## src/rtl/tsc_multi.sv

```systemverilog
// Multi-channel PPS timestamp counter: free-running TSC, local second counter,
// per-channel phase/period error capture, loss detection and one-shot resync.
module tsc_multi #(
    parameter int CLK_FREQ = 100000000,
    parameter int CNT_W    = 64,
    parameter int N_CH     = 2,
    parameter int DIFF_W   = 32,
    parameter int SYNC_OFS = 2,
    parameter int LOST_CYC = CLK_FREQ + CLK_FREQ/16,
    localparam int SEC_W   = $clog2(CLK_FREQ),
    localparam int CH_W    = (N_CH > 1) ? $clog2(N_CH) : 1
) (
    input  logic                     clk,
    input  logic                     rst,
    input  logic [N_CH-1:0]          pps_in,
    input  logic                     tsc_read,
    input  logic                     resync_req,
    input  logic [CH_W-1:0]          resync_ch,
    output logic [CNT_W-1:0]         tsc_cnt,
    output logic [CNT_W-1:0]         tsc_cnt_lat,
    output logic [SEC_W-1:0]         sec_cnt,
    output logic                     tsc_1pps,
    output logic [N_CH*DIFF_W-1:0]   pdiff,
    output logic [N_CH*DIFF_W-1:0]   fdiff,
    output logic [N_CH-1:0]          diff_vld,
    output logic [N_CH-1:0]          fdiff_vld,
    output logic [N_CH-1:0]          pps_lost,
    output logic                     sync_busy,
    output logic                     sync_done,
    output logic                     sync_timeout
);

    localparam int HALF = CLK_FREQ / 2;
    localparam int PW   = (DIFF_W > SEC_W + 2) ? DIFF_W : SEC_W + 2;
    localparam int FW   = ((DIFF_W > CNT_W) ? DIFF_W : CNT_W) + 1;
    localparam int GW   = $clog2(LOST_CYC + 1);
    localparam int TW   = $clog2(2*CLK_FREQ + 1);
    localparam int EW   = 1 << CH_W;

    typedef enum logic {IDLE, ARMED} state_t;

    state_t                 state, state_nx;
    logic [N_CH-1:0]        pps_prev, edge_det, have_prev;
    logic [EW-1:0]          edge_ext;
    logic [GW-1:0]          gap [N_CH];
    logic [CNT_W-1:0]       last_ts [N_CH];
    logic [CNT_W-1:0]       period [N_CH];
    logic [DIFF_W-1:0]      fd_val [N_CH];
    logic signed [PW-1:0]   phase;
    logic [CH_W-1:0]        ch_lat;
    logic [TW-1:0]          tmo_cnt;
    logic                   wrap, arm, sync_hit, tmo_hit;

    // Previous sample resets high so an input already high at reset is not an edge.
    assign edge_det = pps_in & ~pps_prev;
    assign edge_ext = EW'(edge_det);
    assign wrap     = (sec_cnt == SEC_W'(CLK_FREQ - 1));

    always_comb begin
        phase = PW'(sec_cnt);
        if (sec_cnt >= SEC_W'(HALF))
            phase = phase - PW'(CLK_FREQ);
    end

    always_comb begin
        for (int i = 0; i < N_CH; i++) begin
            period[i] = tsc_cnt - last_ts[i];
            fd_val[i] = DIFF_W'({{(FW-CNT_W){1'b0}}, period[i]} - FW'(CLK_FREQ));
        end
    end

    // A resync load overrides the natural wrap; tsc_cnt is never touched by it.
    always_ff @(posedge clk) begin
        if (rst) begin
            tsc_cnt     <= '0;
            tsc_cnt_lat <= '0;
            sec_cnt     <= '0;
            tsc_1pps    <= 1'b0;
        end else begin
            tsc_cnt <= tsc_cnt + CNT_W'(1);
            if (tsc_read)
                tsc_cnt_lat <= tsc_cnt;
            if (sync_hit) begin
                sec_cnt  <= SEC_W'(SYNC_OFS);
                tsc_1pps <= wrap && (SYNC_OFS == 0);
            end else begin
                sec_cnt  <= wrap ? '0 : sec_cnt + SEC_W'(1);
                tsc_1pps <= wrap;
            end
        end
    end

    always_ff @(posedge clk) begin
        if (rst) begin
            pps_prev  <= '1;
            have_prev <= '0;
            pps_lost  <= '0;
            diff_vld  <= '0;
            fdiff_vld <= '0;
            pdiff     <= '0;
            fdiff     <= '0;
            for (int i = 0; i < N_CH; i++) begin
                gap[i]     <= '0;
                last_ts[i] <= '0;
            end
        end else begin
            pps_prev  <= pps_in;
            diff_vld  <= edge_det;
            fdiff_vld <= edge_det & have_prev & ~pps_lost;
            for (int i = 0; i < N_CH; i++) begin
                if (edge_det[i]) begin
                    pdiff[i*DIFF_W +: DIFF_W] <= phase[DIFF_W-1:0];
                    fdiff[i*DIFF_W +: DIFF_W] <= fd_val[i];
                    last_ts[i]   <= tsc_cnt;
                    have_prev[i] <= 1'b1;
                    gap[i]       <= '0;
                    pps_lost[i]  <= 1'b0;
                end else begin
                    if (gap[i] != GW'(LOST_CYC))
                        gap[i] <= gap[i] + GW'(1);
                    if (gap[i] >= GW'(LOST_CYC - 1))
                        pps_lost[i] <= 1'b1;
                end
            end
        end
    end

    always_ff @(posedge clk) begin
        if (rst)
            state <= IDLE;
        else
            state <= state_nx;
    end

    always_comb begin
        state_nx = state;
        case (state)
            IDLE:    if (resync_req) state_nx = ARMED;
            ARMED:   if (sync_hit || tmo_hit) state_nx = IDLE;
            default: state_nx = IDLE;
        endcase
    end

    always_comb begin
        sync_busy = (state == ARMED);
        arm       = (state == IDLE) && resync_req;
        sync_hit  = (state == ARMED) && edge_ext[ch_lat];
        tmo_hit   = (state == ARMED) && !edge_ext[ch_lat] &&
                    (tmo_cnt == TW'(2*CLK_FREQ - 1));
    end

    // tmo_cnt counts cycles spent in ARMED; pulses are registered one cycle late.
    always_ff @(posedge clk) begin
        if (rst) begin
            ch_lat       <= '0;
            tmo_cnt      <= '0;
            sync_done    <= 1'b0;
            sync_timeout <= 1'b0;
        end else begin
            if (arm)
                ch_lat <= resync_ch;
            tmo_cnt      <= (state == ARMED) ? tmo_cnt + TW'(1) : '0;
            sync_done    <= sync_hit;
            sync_timeout <= tmo_hit;
        end
    end

endmodule

```

## config.mk

```make
export PLATFORM = sky130hd
export DESIGN_NAME = tsc_multi
export DESIGN_NICKNAME = d
export VERILOG_FILES = /design/src/rtl/tsc_multi.sv
export SDC_FILE = /design/constraint.sdc
export NUM_CORES = 1
export LEC_CHECK = 0
export ABC_AREA = 1
export CAP_MARGIN = 30
export CORE_ASPECT_RATIO = 1.75
export CORE_MARGIN = 5
export CORE_UTILIZATION = 55
export CTS_BUF_LIST = sky130_fd_sc_hd__clkbuf_8
export DETAILED_ROUTE_END_ITERATION = 6
export GPL_ROUTABILITY_DRIVEN = 0
export MAX_ROUTING_LAYER = met4
export PLACE_DENSITY_LB_ADDON = 0.1
export SLEW_MARGIN = 10
export SYNTH_ARGS = -nofsm -noshare
export SYNTH_HDL_FRONTEND = slang
export SYNTH_SLANG_ARGS = --single-unit
```

## constraint.sdc

```tcl
create_clock -name clk -period 3.15 [get_ports clk]
set_clock_uncertainty 0.05 [all_clocks]
set_input_delay 0.63 -clock clk [delete_from_list [all_inputs] [get_ports clk]]
set_output_delay 0.63 -clock clk [all_outputs]
set_load 0.1 [all_outputs]
```

==> results of run 1 <==
-- synthesized netlist by cell type (3+ instances only) --
cell	number
sky130_fd_sc_hd__buf_2	12
sky130_fd_sc_hd__nand2_1	1046
sky130_fd_sc_hd__nor4_1	14
sky130_fd_sc_hd__a31oi_1	4
sky130_fd_sc_hd__inv_2	8
sky130_fd_sc_hd__inv_1	561
sky130_fd_sc_hd__nor2_2	12
sky130_fd_sc_hd__xnor2_1	25
sky130_fd_sc_hd__or2_2	20
sky130_fd_sc_hd__nor3_2	3
sky130_fd_sc_hd__ha_1	133
sky130_fd_sc_hd__and2_1	5
sky130_fd_sc_hd__or2_0	3
sky130_fd_sc_hd__nand3_1	221
sky130_fd_sc_hd__buf_6	9
sky130_fd_sc_hd__nor2_4	3
sky130_fd_sc_hd__dfxtp_1	318
sky130_fd_sc_hd__nor3_1	80
sky130_fd_sc_hd__nand3b_1	8
sky130_fd_sc_hd__a22o_1	3
sky130_fd_sc_hd__nand2_4	3
sky130_fd_sc_hd__clkbuf_1	52
sky130_fd_sc_hd__a21oi_1	241
sky130_fd_sc_hd__nand2_2	22
sky130_fd_sc_hd__nor3b_1	10
sky130_fd_sc_hd__nand3_2	4
sky130_fd_sc_hd__o21ai_0	164
sky130_fd_sc_hd__nor3_4	4
sky130_fd_sc_hd__edfxtp_1	118
sky130_fd_sc_hd__xor2_1	38
sky130_fd_sc_hd__nand4_1	91
sky130_fd_sc_hd__buf_4	23
sky130_fd_sc_hd__o21bai_1	8
sky130_fd_sc_hd__o21ai_2	8
sky130_fd_sc_hd__nor2_1	356
-- state kept, by name (all words and copies together) (netlist names) --
register / count
fdiff: 64
pps_lost: 2
sync_done: 1
pdiff: 56
pps_prev: 2
tmo_cnt: 28
tsc_1pps: 1
gap: 54
sync_busy: 1
last_ts: 64
fdiff_vld: 2
sync_timeout: 1
sec_cnt: 27
tsc_cnt_lat: 64
have_prev: 2
ch_lat: 1
tsc_cnt: 64
diff_vld: 2
-- power by group through the flow --
| stage | clock (mW) | combinational [mW] | sequential [mW] |
|---|---|---|---|
| 6_report | 4.88 | 1.77 | 5.97 |
| 3_3_place_gp | 0 | 1.75 | 6.09 |
| 2_1_floorplan | 0 | 0.697 | 6.68 |
| 3_5_place_dp | 0 | 1.76 | 6.09 |
| 5_1_grt | 5.20 | 1.90 | 5.98 |
| 4_1_cts | 4.96 | 1.76 | 5.97 |
-- layout make-up --
| cell class | count | area [um2] | area share [%] |
|---|---|---|---|
| clock buffer | 73 | 1000 | 3.39 |
| multi-input combinational | 2549 | 12800 | 43.2 |
| tap | 583 | 729 | 2.46 |
| inverter | 571 | 2150 | 7.24 |
| timing repair buffer | 352 | 2680 | 9.03 |
| clock inverter | 46 | 347 | 1.17 |
| antenna | 3 | 7.51 | 0.0253 |
| sequential | 436 | 9910 | 33.4 |
-- worst paths after layout --
path / startpoint / end / slack (ns) / cells past startpoint
min reg2reg: fdiff[57] / fdiff[57] / 0.40 / 2
max: tsc_cnt[23] / fdiff[30] / 0.38 / 12
min: rst / have_prev[1] / 0.29 / 2
max reg2reg: tsc_cnt[23] / fdiff[30] / 0.38 / 12
-- worst register-to-register path: cells and delay by family (launching register included) --
| family | cells | cell delay (ns) |
|---|---|---|
| flip-flops | 1 | 0.69 |
| AND/OR/NAND/NOR | 9 | 1.10 |
| buffers and inverters | 1 | 0.10 |
| adder cells (fa/ha/maj) | 2 | 0.75 |
-- per-stage QoR --
step	hold WS [ns]	power, mW	std cells	setup WS (ns)	area, um2
after floorplan	0.374	7.38	3658	0.0678	25400
after global placement	0.389	7.84	4491	0.388	28300
after detailed placement	0.392	7.85	4491	0.432	28300
after CTS	0.269	12.7	4610	0.411	29600
after global routing	0.305	13.1	4613	0.215	29600
final	0.290	12.6	4613	0.378	29600
-- kinds of logic after synthesis --
kind of cell	synth area share [%]
AO/OA/AOI/OAI	9.06
XOR/XNOR	2.17
adder cells (fa/ha/maj)	6.70
buffers and inverters	10.8
flip-flops	38.9
AND/OR/NAND/NOR	32.4
-- layer usage --
metal / vias to the layer above / share of wire (%)
met3: 368 / 6.5
li1: 12300 / -
met2: 1058 / 50
met5: - / 0
met4: 0 / 8.9
met1: 11300 / 35
==> results.txt, run 1 <==
At the worst endpoint, the arrival time is 3.25 ns. The area of the core came out at ~46,000 um2. The number of max-slew violations in the final report came to 0. Counting along the longest clock path gives a buffer depth of 3. Buffers added to address setup during post-CTS repair amount to 0. Clock tree synthesis found a total of ~440 sinks. The checks that failed: design-rule violations.

The synthesized area is around 25,000 um2. The final critical path takes up 88.0% of the cycle. Global routing used approximately a third of the available met1 tracks. The most frequent cell on the critical path is sky130_fd_sc_hd__nand2_1. The switching power as a share of total power is approximately 30%. On the worst path, the slowest cell contributes a delay of about 0.7 ns. For this design the total switching power over the nets is 3.77 mW. The standard cell with the maximum stage delay on the critical path is sky130_fd_sc_hd__dfxtp_1. Setup repair after global routing left no endpoint under its margin. The via count of the first global-routing pass is approximately 24,000. The effective utilization at floorplan came out at a little under three fifths.

Synthesis produced about 3,700 cells. STA classifies the critical path startpoint as a flop. The critical path is of the reg2reg type. CTS placed an instance of sky130_fd_sc_hd__clkbuf_8 at the clock tree root. For this run, the top clock speed supported by timing is 361 MHz. For this run, the total global-route usage over all layers was measured as about a third.

The part of the total power dissipated in sequential elements is between 40% and 50%. The number of detailed-route iterations in the first pass came out at 7. The flow ran to the end, but the final reports show violations.

TritonCTS built the clock tree. For met3 alone, demand over resource in global routing was 5.93%. The average detailed-routed wire length per instance is 18.8 um. For this run, the leading register cell type out of synthesis is sky130_fd_sc_hd__dfxtp_1. The maximum net fanout on the critical path came out at 7. The proportion of power drawn by combinational gates came out at between 10 and 15%. The pin count of the biggest net entering global routing is 81. The buffers plus inverters on the worst setup path is 1. sky130_fd_sc_hd__dfxtp_1 takes more of the synthesized area than any other cell. Clock-pin slew was measured on the worst setup and hold paths at 0.07 ns. The post-layout net count is about 4,100. For this design the top-level I/O count stands at 300. After detailed routing, the number of remaining DRC violations is 4.

Yosys attributes the largest share of cell area to sky130_fd_sc_hd__dfxtp_1, sky130_fd_sc_hd__nand2_1, sky130_fd_sc_hd__edfxtp_1. VDD sags by at most 403 uV. The commonest non-fill, non-tap cell in the layout is sky130_fd_sc_hd__nand2_1.

The standard-cell row count is ~100. The signal on the critical path passes through ha_1 > ha_1 > nand2_1 > nor2_1 > inv_1 > nor3_1 > and2_1 > nand2_1 > nand2_1 > nand2_1 > nand3_1 > nand2_1. The number of antenna violations at the first check in global routing is 3. The number of gates resized after cts came out at 0. The post-synthesis area per instance is 6.96 um2. The routed design could run at a clock period as short as between 2 and 3 ns. Cells with a size suffix above 1 make up 13.5% of the layout. The unique cell type count in the Yosys netlist is 55.

Clock tree synthesis inserted a total of between 60 and 70 buffers. The full die area came out at around 51,000 um2. The number of fill cells came out at between 4,000 and 5,000. The number of storage elements in the synthesis netlist came out at about 440. The detailed placer's ending HPWL came out at 68,500 um. In this run the power density over the cells is 426 nW/um2. The clock reaches the later pin of the worst-skew pair after 0.64 ns. Leaving out fill and tap cells, the most frequent cells in the layout are sky130_fd_sc_hd__nand2_1, sky130_fd_sc_hd__inv_1, sky130_fd_sc_hd__nor2_1, sky130_fd_sc_hd__buf_4, sky130_fd_sc_hd__dfxtp_1. After detailed routing, the total wire length is approximately 87,000 um. The hold violation total from the final report is 0. The number of violations of the max-capacitance limit is 0. Data on the critical path is required at its endpoint by approximately 3.6 ns. Measured along the x axis, the die boundary spans between 150 and 200 um.

The clock network accounts for about two fifths of the total power. The first-pass GRT wire length is about 130,000 um. The min-delay analysis places its worst path in the category in2reg. After detailed routing, the number of vias per cell comes to around 5.4. The total congestion overflow is 0. The H-tree generated during clock tree synthesis spans 3 levels. Synthesis produced a netlist with a net count of 3,800. The post-layout utilization of the core is about 65%. The setup-violating endpoint count in the final report came out at 0. Buffers inserted to repair hold after CTS numbered 0. Broken down by cell family, the worst path's largest delay share belongs to simple AND/OR/NAND/NOR gates. From synthesis to final layout, the design area changed by 16.4%.

The number of antenna-violating nets in the routed design came out at 0. The pin slew with the least headroom to its limit is roughly 0.76 ns. The count of flip-flops with a built-in enable after synthesis is between 100 and 150.

The proportion of synthesized flip-flops having asynchronous set or reset is 0%. The internal portion of the total power is between 8 and 9 mW. From bottom edge to top edge, the die measures ~290 um.

The worst-case headroom to the max-slew limit came out at 49.7%. Yosys printed 0 warnings. The static leakage power is ~14 nW. The area share of the leading cell type in the synthesized netlist is about 25%. STA classifies the critical path endpoint as a flop. In this run the tool buffered the top-level ports with approximately 300 buffer cells. The number of DRC markers after the initial detailed-route iteration came out at about 2,000. The count of vias placed by the detailed router came out at 25,000. The proportion of synthesized chip area in sequential cells is 38.9%. The setup TNS is 0 ns. The most utilized layer in the global route result is met2.

The met2 capacity usage during global routing came out at between 60% and 70%.
(Power assumes the default switching activity.)
==> inputs of run 2 (changes only) <==
--- a/config.mk
+++ b/config.mk
@@ -9,12 +9,12 @@
 export CAP_MARGIN = 30
 export CORE_ASPECT_RATIO = 1.75
 export CORE_MARGIN = 5
-export CORE_UTILIZATION = 55
+export CORE_UTILIZATION = 35
 export CTS_BUF_LIST = sky130_fd_sc_hd__clkbuf_8
 export DETAILED_ROUTE_END_ITERATION = 6
-export GPL_ROUTABILITY_DRIVEN = 0
 export MAX_ROUTING_LAYER = met4
 export PLACE_DENSITY_LB_ADDON = 0.1
+export SKIP_CTS_REPAIR_TIMING = 1
 export SLEW_MARGIN = 10
 export SYNTH_ARGS = -nofsm -noshare
 export SYNTH_HDL_FRONTEND = slang
==> run 2 against run 1 <==
Compared with the run above:
- the flow still finishes with violations (design-rule violations)
- register-to-register slack got worse by 0.12 ns
- final cell count increased by 8.4%
- via count decreased by 0.36%
- core utilization decreased by 22 points
- sequential power about the same
- flip-flop and latch count unchanged
- clock-buffer cell count increased by 16
- clock power increased by 18%
- global-route usage decreased by 7.9 points
- setup slack got worse by 0.12 ns
- total power increased by 7.4%
- critical path type unchanged
==> results.txt, run 2 (synthesis gave the netlist of run 1 again) <==
The total of buffers placed on input and output ports came to 299 (unchanged). The arrival time of the worst setup path is 3.46 ns (was 3.25 ns). The ratio of final minimum period to clock period is 92.0% (was 88.0%).

The y dimension of the die is 367 um (was 295 um). The final critical-path setup slack is 0.254 ns (was 0.378 ns). Result of the run: finished, violations left (unchanged).

The number of max-slew violations in the final report came out at 0 (unchanged). RSZ-0062 raised after global routing: no (unchanged). The worst vdd rail ir drop is 355 uV (was 403 uV). The standard-cell row count came out at 130 (was 104). The first-pass GRT wire length was 151,000 um (was 133,000 um). The number of antenna violations at the first check in global routing came out at 1 (was 3). The critical path's top delay family was simple AND/OR/NAND/NOR gates (unchanged). The number of cell instances on the worst register-to-register path came out at 14 (was 12). The number of DRC markers after the initial detailed-route iteration came to 1,331 (was 1,972). Cell-by-cell listing of the critical path: inv_1 > ha_1 > inv_1 > ha_1 > nand2_1 > inv_1 > nand2_1 > nor3_1 > nand2_1 > nand2_1 > a21oi_1 > o21ai_0 > buf_4 > nand2_1 (was ha_1 > ha_1 > nand2_1 > nor2_1 > inv_1 > nor3_1 > and2_1 > nand2_1 > nand2_1 > nand2_1 > nand3_1 > nand2_1). The setup TNS came out at 0 ns (unchanged). The placer congestion estimate came out at just over 1. The count of vias placed by the detailed router came out at 24,900 (was 25,000). The average detailed-routed wire length per instance came out at 20.6 um (was 18.8 um). The number of fill cells came out at 7,765 (was 4,306). The maximum net fanout on the critical path came out at 6 (was 7). The effective utilization at floorplan came out at 35.4% (was 55.4%). The critical path launch point type is a flop (unchanged). The buffers plus inverters on the worst setup path came out at 4 (was 1). The later-pin clock latency in the skew report came out at 0.74 ns (was 0.64 ns). The full die area is 78,400 um2 (was 50,800 um2). The pin slew with the least headroom to its limit was 0.852 ns (was 0.755 ns). The standard cell with the maximum stage delay on the critical path is sky130_fd_sc_hd__dfxtp_1 (unchanged). The total placed instance area came to 29,000 um2 (was 28,300 um2). The total congestion overflow is 0 (unchanged).

The hold violation total from the final report is 0 (unchanged). The detailed placer's ending HPWL is 83,200 um (was 68,500 um). The setup-violating endpoint count in the final report is 0 (unchanged). The number of violations of the max-capacitance limit is 0 (unchanged). The total clock sinks is 436 (unchanged). The highest achievable clock rate is 345 MHz (was 361 MHz).

The beginning of the worst hold path is rst (unchanged). The count of H-tree levels built during CTS came out at 3 (unchanged). The minimum period implied by the final worst setup slack was 2.90 ns (was 2.77 ns). The number of buffers created by CTS came out at 72 (was 66). The class of the tightest hold or removal check is in2reg (unchanged). The total length of routed wires is 103,000 um (was 86,800 um).

The vias per cell is 4.99 (was 5.43). The clock slew seen by the registers of the worst setup and hold paths came out at 0.07 ns (about the same). The commonest non-fill, non-tap cell in the layout is sky130_fd_sc_hd__nand2_1 (unchanged).

The post-layout net count came out at 4,158 (was 4,118). The number of antenna-violating nets in the routed design is 0 (unchanged). The root cell of the clock tree is sky130_fd_sc_hd__clkbuf_8 (unchanged). The reg-to-reg critical path startpoint is tsc_cnt[12] (was tsc_cnt[23]). The required time of the critical path came to 3.71 ns (was 3.63 ns). The total routing usage reported by global routing came out at 26.3% (was 34.1%). The number of detailed-route iterations in the first pass was 7 (unchanged). The overall die width was 214 um (was 173 um).

Failing checks: design-rule violations (unchanged). The number of remaining DRC errors came out at 12 (was 4). The worst flop-to-flop path endpoint is fdiff[14] (was fdiff[30]). The share of cells above drive strength 1 came out at 14.5% (was 13.5%). The top-level I/O count is 300 (unchanged). The worst hold slack is 0.310 ns (was 0.290 ns). The worst hold path stage count came out at 2 (unchanged). The via count of the first global-routing pass came out at 24,900 (was 24,400). The total power divided by cell area came out at 442 nW/um2 (was 426 nW/um2). The largest stage delay on the critical path is 0.44 ns (was 0.69 ns). The maximum number of buffers from clock root to sink is 3 (unchanged). The pin count of the biggest net entering global routing came to 81 (unchanged). The worst-case headroom to the max-slew limit is 43.2% (was 49.7%). The endpoint of the worst hold-timing path is tsc_cnt[63] (was have_prev[1]).

The most frequent cell on the critical path is sky130_fd_sc_hd__nand2_1 (unchanged). The register-to-register setup slack is 0.25 ns (was 0.38 ns). The area of the core came to 71,900 um2 (was 45,900 um2).

The kind of critical path was reg2reg (unchanged). The design area is 30,700 um2 (was 29,600 um2). Leading cell types in the layout, fill and taps excluded: sky130_fd_sc_hd__nand2_1, sky130_fd_sc_hd__inv_1, sky130_fd_sc_hd__buf_4, sky130_fd_sc_hd__nor2_1, sky130_fd_sc_hd__dfxtp_1 (was sky130_fd_sc_hd__nand2_1, sky130_fd_sc_hd__inv_1, sky130_fd_sc_hd__nor2_1, sky130_fd_sc_hd__buf_4, sky130_fd_sc_hd__dfxtp_1). The static leakage power is 13.9 nW (was 13.6 nW). The TritonCTS clock tree is built (unchanged). The origin of the worst setup path is tsc_cnt[12] (was tsc_cnt[23]).

The pre-CTS setup slack came out at 0.309 ns (was 0.432 ns). The critical path endpoint category was a flop (unchanged). The area growth from synthesis to final layout came out at 20.5% (was 16.4%).
==> run 2: cell count changes in the layout (fill, tap and decap cells not counted), moves of 2 or more <==
cell,change
sky130_fd_sc_hd__buf_12,+6
sky130_fd_sc_hd__clkinvlp_4,-2
sky130_fd_sc_hd__clkbuf_8,+16
sky130_fd_sc_hd__clkinv_2,-3
sky130_fd_sc_hd__clkinv_1,+2
sky130_fd_sc_hd__diode_2,-2
sky130_fd_sc_hd__buf_4,+28
sky130_fd_sc_hd__inv_1,-3
sky130_fd_sc_hd__bufinv_16,+2
==> run 2: through the flow <==
stage                     utilization [%]  std cells  total power [mW]
after global placement               40.4       4866              7.94
after CTS                            42.6       5000              13.8
final                                42.6       5001              13.5
after detailed placement             40.4       4866              7.94
after global routing                 42.6       5001              14.1
after floorplan                         -       3658              7.38
==> run 2: report_power, final <==
group / total, mW / leakage [nW] / internal (mW) / switching [mW]
combinational: 1.83 / 9.10 / 0.421 / 1.41
clock: 5.74 / 0.894 / 3.16 / 2.58
sequential: 5.97 / 3.92 / 5.88 / 0.0931
total: 13.5 / 13.9 / 9.46 / 4.09
==> run 2: how the worst max path moves through the flow <==
stage                end  cells after the start
6_report       fdiff[14]                     14
5_1_grt        fdiff[62]                     15
4_1_cts        fdiff[14]                     14
3_5_place_dp   fdiff[14]                     14
3_3_place_gp   fdiff[14]                     14
2_1_floorplan  fdiff[61]                     16
==> run 2: cell type report <==
type | instances | area (um2) | area share, %
Inverter | 571 | 2150 | 7.00
Clock inverter | 45 | 402 | 1.31
Multi-Input combinational cell | 2549 | 12800 | 41.8
Sequential cell | 436 | 9910 | 32.3
Timing Repair Buffer | 386 | 3010 | 9.80
Tap cell | 924 | 1160 | 3.77
Clock buffer | 89 | 1220 | 3.99
Antenna cell | 1 | 2.50 | 0.00816
==> run 2: metal layers <==
layer | vias to the layer above | part of all wire [%] | track usage (%)
met2 | 783 | 53 | 48.3
met1 | 11400 | 35 | 25.4
li1 | 12500 | - | -
met4 | 0 | 6.7 | 15.5
met5 | - | 0 | -
met3 | 287 | 5.0 | 4.05
